$ cat src/rtl/tlc_pkg.sv
// Shared types and constants for the actuated traffic phase scheduler.
package tlc_pkg;

  localparam int TIMER_W = 7;

  typedef logic [1:0] side_idx_t;
  typedef logic [3:0] side_oh_t;

  typedef enum logic [3:0] {
    PH_IDLE    = 4'b0001,
    PH_ALL_RED = 4'b0010,
    PH_GREEN   = 4'b0100,
    PH_YELLOW  = 4'b1000
  } phase_t;

  function automatic side_oh_t side_to_oh(input side_idx_t s);
    return side_oh_t'(4'b0001 << s);
  endfunction

endpackage

$ cat src/rtl/tlc_phase_scheduler_if.sv
// Detector/preempt inputs and signal-head outputs of the phase scheduler.
interface tlc_phase_scheduler_if;
  import tlc_pkg::*;

  logic                 start;
  side_oh_t             req;
  logic                 preempt;
  side_idx_t            preempt_side;
  side_oh_t             at_side;
  logic [3:0]           at_state;
  logic                 R;
  logic                 G;
  logic                 Y;
  logic [TIMER_W-1:0]   count;

  modport master (
    output start, req, preempt, preempt_side,
    input  at_side, at_state, R, G, Y, count
  );

  modport slave (
    input  start, req, preempt, preempt_side,
    output at_side, at_state, R, G, Y, count
  );

endinterface

$ cat src/rtl/tlc_rr_arbiter.sv
// Picks the next side to serve: preempt side if requested, else first
// requesting side after ptr, else ptr+1.
module tlc_rr_arbiter
  import tlc_pkg::*;
(
  input  side_oh_t  req,
  input  side_idx_t ptr,
  input  logic      preempt,
  input  side_idx_t preempt_side,
  output side_idx_t next_side
);

  side_idx_t cand;

  always_comb begin
    next_side = ptr + 2'd1;
    cand      = '0;
    if (preempt) begin
      next_side = preempt_side;
    end else begin
      // Walk from farthest to nearest so the nearest requester wins.
      for (int i = 4; i >= 1; i--) begin
        cand = ptr + side_idx_t'(i);
        if (req[cand]) next_side = cand;
      end
    end
  end

endmodule

$ cat src/rtl/tlc_phase_scheduler.sv
// Actuated four-approach phase scheduler: green/yellow/all-red sequencing
// with round-robin side selection, min/max green and emergency preemption.
//
// state      | meaning
// PH_IDLE    | waiting for start, head red
// PH_ALL_RED | clearance, next side chosen on last cycle
// PH_GREEN   | serving side ptr
// PH_YELLOW  | change interval for side ptr
module tlc_phase_scheduler
  import tlc_pkg::*;
#(
  parameter int GREEN_MIN = 30,
  parameter int GREEN_MAX = 90,
  parameter int YELLOW    = 10,
  parameter int ALL_RED   = 2
) (
  input logic                  clk,
  input logic                  reset,
  tlc_phase_scheduler_if.slave bus
);

  localparam logic [TIMER_W-1:0] GMIN_TC = TIMER_W'(GREEN_MIN - 1);
  localparam logic [TIMER_W-1:0] GMAX_TC = TIMER_W'(GREEN_MAX - 1);
  localparam logic [TIMER_W-1:0] YEL_TC  = TIMER_W'(YELLOW - 1);
  localparam logic [TIMER_W-1:0] AR_TC   = TIMER_W'(ALL_RED - 1);

  phase_t             state, state_nxt;
  logic [TIMER_W-1:0] count_q;
  side_idx_t          ptr, arb_side;
  logic               other, green_exit;

  tlc_rr_arbiter u_arb (
    .req          (bus.req),
    .ptr          (ptr),
    .preempt      (bus.preempt),
    .preempt_side (bus.preempt_side),
    .next_side    (arb_side)
  );

  always_comb begin
    other      = |(bus.req & ~side_to_oh(ptr));
    green_exit = 1'b0;
    // Preempt on the current side pins green; on another side aborts it.
    if (bus.preempt)
      green_exit = (bus.preempt_side != ptr);
    else if (other)
      green_exit = (!bus.req[ptr] && (count_q >= GMIN_TC)) || (count_q == GMAX_TC);

    state_nxt = state;
    case (state)
      PH_IDLE:    if (bus.start)         state_nxt = PH_ALL_RED;
      PH_ALL_RED: if (count_q == AR_TC)  state_nxt = PH_GREEN;
      PH_GREEN:   if (green_exit)        state_nxt = PH_YELLOW;
      PH_YELLOW:  if (count_q == YEL_TC) state_nxt = PH_ALL_RED;
      default:                           state_nxt = PH_IDLE;
    endcase
  end

  always_ff @(posedge clk) begin
    if (reset) begin
      state   <= PH_IDLE;
      count_q <= '0;
      ptr     <= 2'd3;
    end else begin
      state <= state_nxt;
      if (state_nxt != state || state == PH_IDLE)
        count_q <= '0;
      else if (!(state == PH_GREEN && count_q == GMAX_TC))
        count_q <= count_q + TIMER_W'(1);
      if (state == PH_ALL_RED && state_nxt == PH_GREEN)
        ptr <= arb_side;
    end
  end

  assign bus.at_state = state;
  assign bus.at_side  = (state == PH_GREEN || state == PH_YELLOW) ? side_to_oh(ptr) : '0;
  assign bus.R        = (state == PH_IDLE) || (state == PH_ALL_RED);
  assign bus.G        = (state == PH_GREEN);
  assign bus.Y        = (state == PH_YELLOW);
  assign bus.count    = count_q;

endmodule

$ cat src/flat_wrapper.sv
// flat-port wrapper written by rule: the top's interface ports become plain ports
module tlc_phase_scheduler_flat import tlc_pkg::*;
#(
  parameter int GREEN_MIN = 30,
  parameter int GREEN_MAX = 90,
  parameter int YELLOW    = 10,
  parameter int ALL_RED   = 2
)
  (clk, reset, bus_start, bus_req, bus_preempt, bus_preempt_side, bus_at_side, bus_at_state, bus_R, bus_G, bus_Y, bus_count);
  tlc_phase_scheduler_if bus_i ();
  input logic clk;
  input logic reset;
  input wire logic [$bits(bus_i.start)-1:0] bus_start;
  input wire logic [$bits(bus_i.req)-1:0] bus_req;
  input wire logic [$bits(bus_i.preempt)-1:0] bus_preempt;
  input wire logic [$bits(bus_i.preempt_side)-1:0] bus_preempt_side;
  output wire logic [$bits(bus_i.at_side)-1:0] bus_at_side;
  output wire logic [$bits(bus_i.at_state)-1:0] bus_at_state;
  output wire logic [$bits(bus_i.R)-1:0] bus_R;
  output wire logic [$bits(bus_i.G)-1:0] bus_G;
  output wire logic [$bits(bus_i.Y)-1:0] bus_Y;
  output wire logic [$bits(bus_i.count)-1:0] bus_count;
  assign bus_i.start = bus_start;
  assign bus_i.req = bus_req;
  assign bus_i.preempt = bus_preempt;
  assign bus_i.preempt_side = bus_preempt_side;
  assign bus_at_side = bus_i.at_side;
  assign bus_at_state = bus_i.at_state;
  assign bus_R = bus_i.R;
  assign bus_G = bus_i.G;
  assign bus_Y = bus_i.Y;
  assign bus_count = bus_i.count;
  tlc_phase_scheduler #(.GREEN_MIN(GREEN_MIN), .GREEN_MAX(GREEN_MAX), .YELLOW(YELLOW), .ALL_RED(ALL_RED)) u_core (.clk(clk), .reset(reset), .bus(bus_i));
endmodule
$ cat config.mk
export PLATFORM = sky130hd
export DESIGN_NAME = tlc_phase_scheduler_flat
export DESIGN_NICKNAME = d
export VERILOG_FILES = /design/src/rtl/tlc_pkg.sv /design/src/rtl/tlc_phase_scheduler_if.sv /design/src/rtl/tlc_rr_arbiter.sv /design/src/rtl/tlc_phase_scheduler.sv /design/src/flat_wrapper.sv
export SDC_FILE = /design/constraint.sdc
export NUM_CORES = 1
export LEC_CHECK = 0
export CORE_MARGIN = 10
export CORE_UTILIZATION = 49
export DETAILED_ROUTE_END_ITERATION = 7
export PLACE_DENSITY = 0.84
export SLEW_MARGIN = 30
export SYNTH_ARGS = -nofsm -noshare
export SYNTH_HDL_FRONTEND = slang
export SYNTH_SLANG_ARGS = --single-unit
$ cat constraint.sdc
create_clock -name clk -period 2.8 [get_ports clk]
set_clock_uncertainty 0.05 [all_clocks]
set_input_delay 0.84 -clock clk [delete_from_list [all_inputs] [get_ports clk]]
set_output_delay 0.84 -clock clk [all_outputs]
set_load 0.03 [all_outputs]
==> run_results.csv <==
group,metric,value,unit
worst_setup_path,cp-start-kind,"flip-flop",
worst_setup_path,max_stage_delay,0.58,ns
drt,first_pass_iters,4,
clock_network,cts_made_buffers,3,
die,coreArea,2233,um2
logic_synthesis,synth-main-ff-cell,"dfxtp_1",
place,pre_cts_ws,0.04517,ns
drt,drc_errors,0,
place,portBuffers,27,
die,die_h,68.60,um
worst_setup_path,path_max_fanout,4,
grt,grt-ovfl-total,0,
job,maxCapViolCount,0,
place,place_area,1510,um2
die,die_area,4706,um2
clock_network,clk_latency,0.29,ns
sta,finalCriticalPeriod,2.670,ns
sta,slew_violations,0,
grt,grt_pass1_vias,1140,
logic_synthesis,seq_area_frac_synth,0.2249,
sta,maxSlewHeadroom,0.5100,
drt,avgViaCountPerCell,5.731,
place,dp_hpwl,2504,um
cells_and_area,layout.cells.non_filler,212,
clock_network,clkTransAtPathRegs,0.08,ns
cells_and_area,final_common_cell,"clkdlybuf4s50_1",
clock_network,cts.path.max_buffers,2,
logic_synthesis,ys_warn_count,0,
clock_network,htree_num_levels,1,
worst_setup_path,crit_slowest_cell,"or4b_4",
drt,wl,3123,um
logic_synthesis,synth_nets,170,
pwr,power_density,257.3,nW/um2
clock_network,cts_setup_buffers,0,
grt,antenna_found_initial,0,
drt,wire_per_inst,14.73,um
logic_synthesis,postSynthAreaPerCell,7.515,um2
worst_setup_path,crit_path_end_kind,"output port",
worst_setup_path,path_buf_inv,2,
cells_and_area,final_nets,201,
place,place_congestion,0.9739,
clock_network,cts_root_buf,"clkbuf_4",
grt,grt_max_degree,11,
outcome,status,"completed",
sta,setup_tns,0,ns
pwr,p_leak,0.6509,nW
cells_and_area,final_area,1538,um2
sta,worstMarginPinSlew,0.7322,ns
clock_network,clock_sinks,13,
sta,layout_setup_ws,0.1298,ns
logic_synthesis,yosysUniqueCellTypes,41,
worst_setup_path,reg2regPathDepth,6,
place,dp.cells,208,
cells_and_area,layout_common_cells,"clkdlybuf4s50_1, nor2_1, nand2_1",
die,io_pins,28,
drt,ant_nets,0,
die,start_util,0.5182,
die,die-width,68.60,um
worst_setup_path,crit_family,"simple AND/OR/NAND/NOR gates",
die,rows,17,
sta,hold_viol_final,0,
logic_synthesis,ys_ff_latch,13,
worst_setup_path,worstPathCellList,"or4b_4 > clkinvlp_4 > nor2_1 > nor2b_4 > buf_4",
sta,rsz0062_at_grt,"false",
sta,timing.fmax,0.3745,GHz
logic_synthesis,async_reset_ff_frac,0,
pwr,vdd_ir_drop_max,0.2317,mV
worst_hold_path,hp-class,"flip-flop to flip-flop",
drt,via_count,1215,
grt,track_usage,0.1322,
logic_synthesis,synthCells,154,
grt,grt_pass1_wl,4954,um
worst_hold_path,whs_path_depth,4,
cells_and_area,diodes,0,
logic_synthesis,syn_area,1157,um2
sta,min_period_over_period,0.9536,
drt,drt_iter0_markers,74,
cells_and_area,drive_above_1_share,0.1576,
logic_synthesis,synth_edf_count,0,
worst_setup_path,arrival,1.78,ns
sta,finalSetupViolations,0,
worst_setup_path,path_class,"flip-flop to output port",
worst_setup_path,cp.required,1.91,ns
clock_network,tritoncts,"done",
worst_setup_path,worst-path-stages,5,
cells_and_area,area_growth_syn_to_layout,32.86,%
[metrics by stage]
stage / hold slack, ns / total power, mW / utilization
2_1_floorplan: 0.6540 / 0.2401 / -
3_3_place_gp: 0.5496 / 0.2754 / 0.6762
3_5_place_dp: 0.5839 / 0.2782 / 0.6762
4_1_cts: 0.5987 / 0.3948 / 0.6874
5_1_grt: 0.6604 / 0.4116 / 0.6885
6_report: 0.6088 / 0.3957 / 0.6885
[report_power, final]
group	switching, mW	internal [mW]	leakage, nW	total (mW)
Clock	0.0662	0.0555	0.0150	0.122
Combinational	0.0447	0.0404	0.531	0.0851
Sequential	0.00182	0.187	0.105	0.189
Total	0.113	0.283	0.651	0.396
[final cells by class]
class / instances / area, um2
Tap cell: 28 / 35.03
Multi-Input combinational cell: 123 / 860.8
Inverter: 10 / 41.29
Timing Repair Buffer: 34 / 314.1
Fill cell: 194 / 695.7
Sequential cell: 13 / 260.3
Clock buffer: 4 / 26.28
[cells in the mapped netlist (all sizes together), types with 2 or more instances]
cell / number / area (um2)
nor2: 19 / 71.32
nand2: 16 / 60.06
dfxtp: 13 / 260.3
a21oi: 10 / 50.05
inv: 10 / 37.54
nand3: 7 / 35.03
nor3: 7 / 51.30
buf: 6 / 36.28
ha: 6 / 75.07
xnor2: 6 / 52.55
nor2b: 5 / 31.28
o21ai: 5 / 25.02
nand2b: 3 / 18.77
nor3b: 3 / 22.52
o21bai: 3 / 22.52
o22ai: 3 / 18.77
xor2: 3 / 26.28
a311o: 2 / 20.02
a32oi: 2 / 17.52
a41oi: 2 / 17.52
clkbuf: 2 / 7.510
mux2: 2 / 26.27
mux2i: 2 / 20.02
nand4: 2 / 12.51
o31ai: 2 / 15.01
or3: 2 / 12.51
[kinds of logic (layout without fill, tap and decap cells)]
kind of cell | count (synthesis) | count (layout) | share of synthesized area
AO/OA/AOI/OAI | 33 | 33 | 0.1914
XOR/XNOR | 9 | 9 | 0.06811
adder cells (fa/ha/maj) | 6 | 6 | 0.06486
buffers and inverters | 18 | 48 | 0.07027
flip-flops | 13 | 13 | 0.2249
multiplexers | 4 | 4 | 0.04000
AND/OR/NAND/NOR | 71 | 71 | 0.3405
[per-layer routing]
layer / up-vias / wire length [um] / global-route usage
met4: 0 / 49 / 0.05779
met3: 5 / 179 / 0.01771
met5: - / 0 / 0
li1: 608 / - / -
met1: 563 / 1298 / 0.1368
met2: 39 / 1595 / 0.2558
[final timing paths]
kind	start	endpoint	slack (ns)
worst max-delay path	u_core.bus.at_state[0]$_SDFF_PP1_	bus_at_side[0]	0.13
worst max register to register	u_core.ptr[1]$_SDFFE_PP1P_	u_core.ptr[0]$_SDFFE_PP1P_	0.42
worst min register to register	u_core.bus.count[2]$_SDFFE_PP0N_	u_core.bus.count[4]$_SDFFE_PP0N_	0.61
worst min-delay path	u_core.bus.count[2]$_SDFFE_PP0N_	u_core.bus.count[4]$_SDFFE_PP0N_	0.61
[worst min-delay path: cells and delay by family, from the launching register on]
family	cells	cell delay [ns]
flip-flops	1	0.37
AND/OR/NAND/NOR	3	0.19
XOR/XNOR	1	0.06
[sequential cells by signal (all words and copies together) (netlist names)]
name                 flops
u_core.bus.at_state      4
u_core.bus.count         7
u_core.ptr               2
[what timing repair did]
item                                    CTS  global route
gates resized for setup                   1             1
endpoints found under the setup margin    1             1
hold buffers                              0             0
Power figures use the tool's default switching activity.
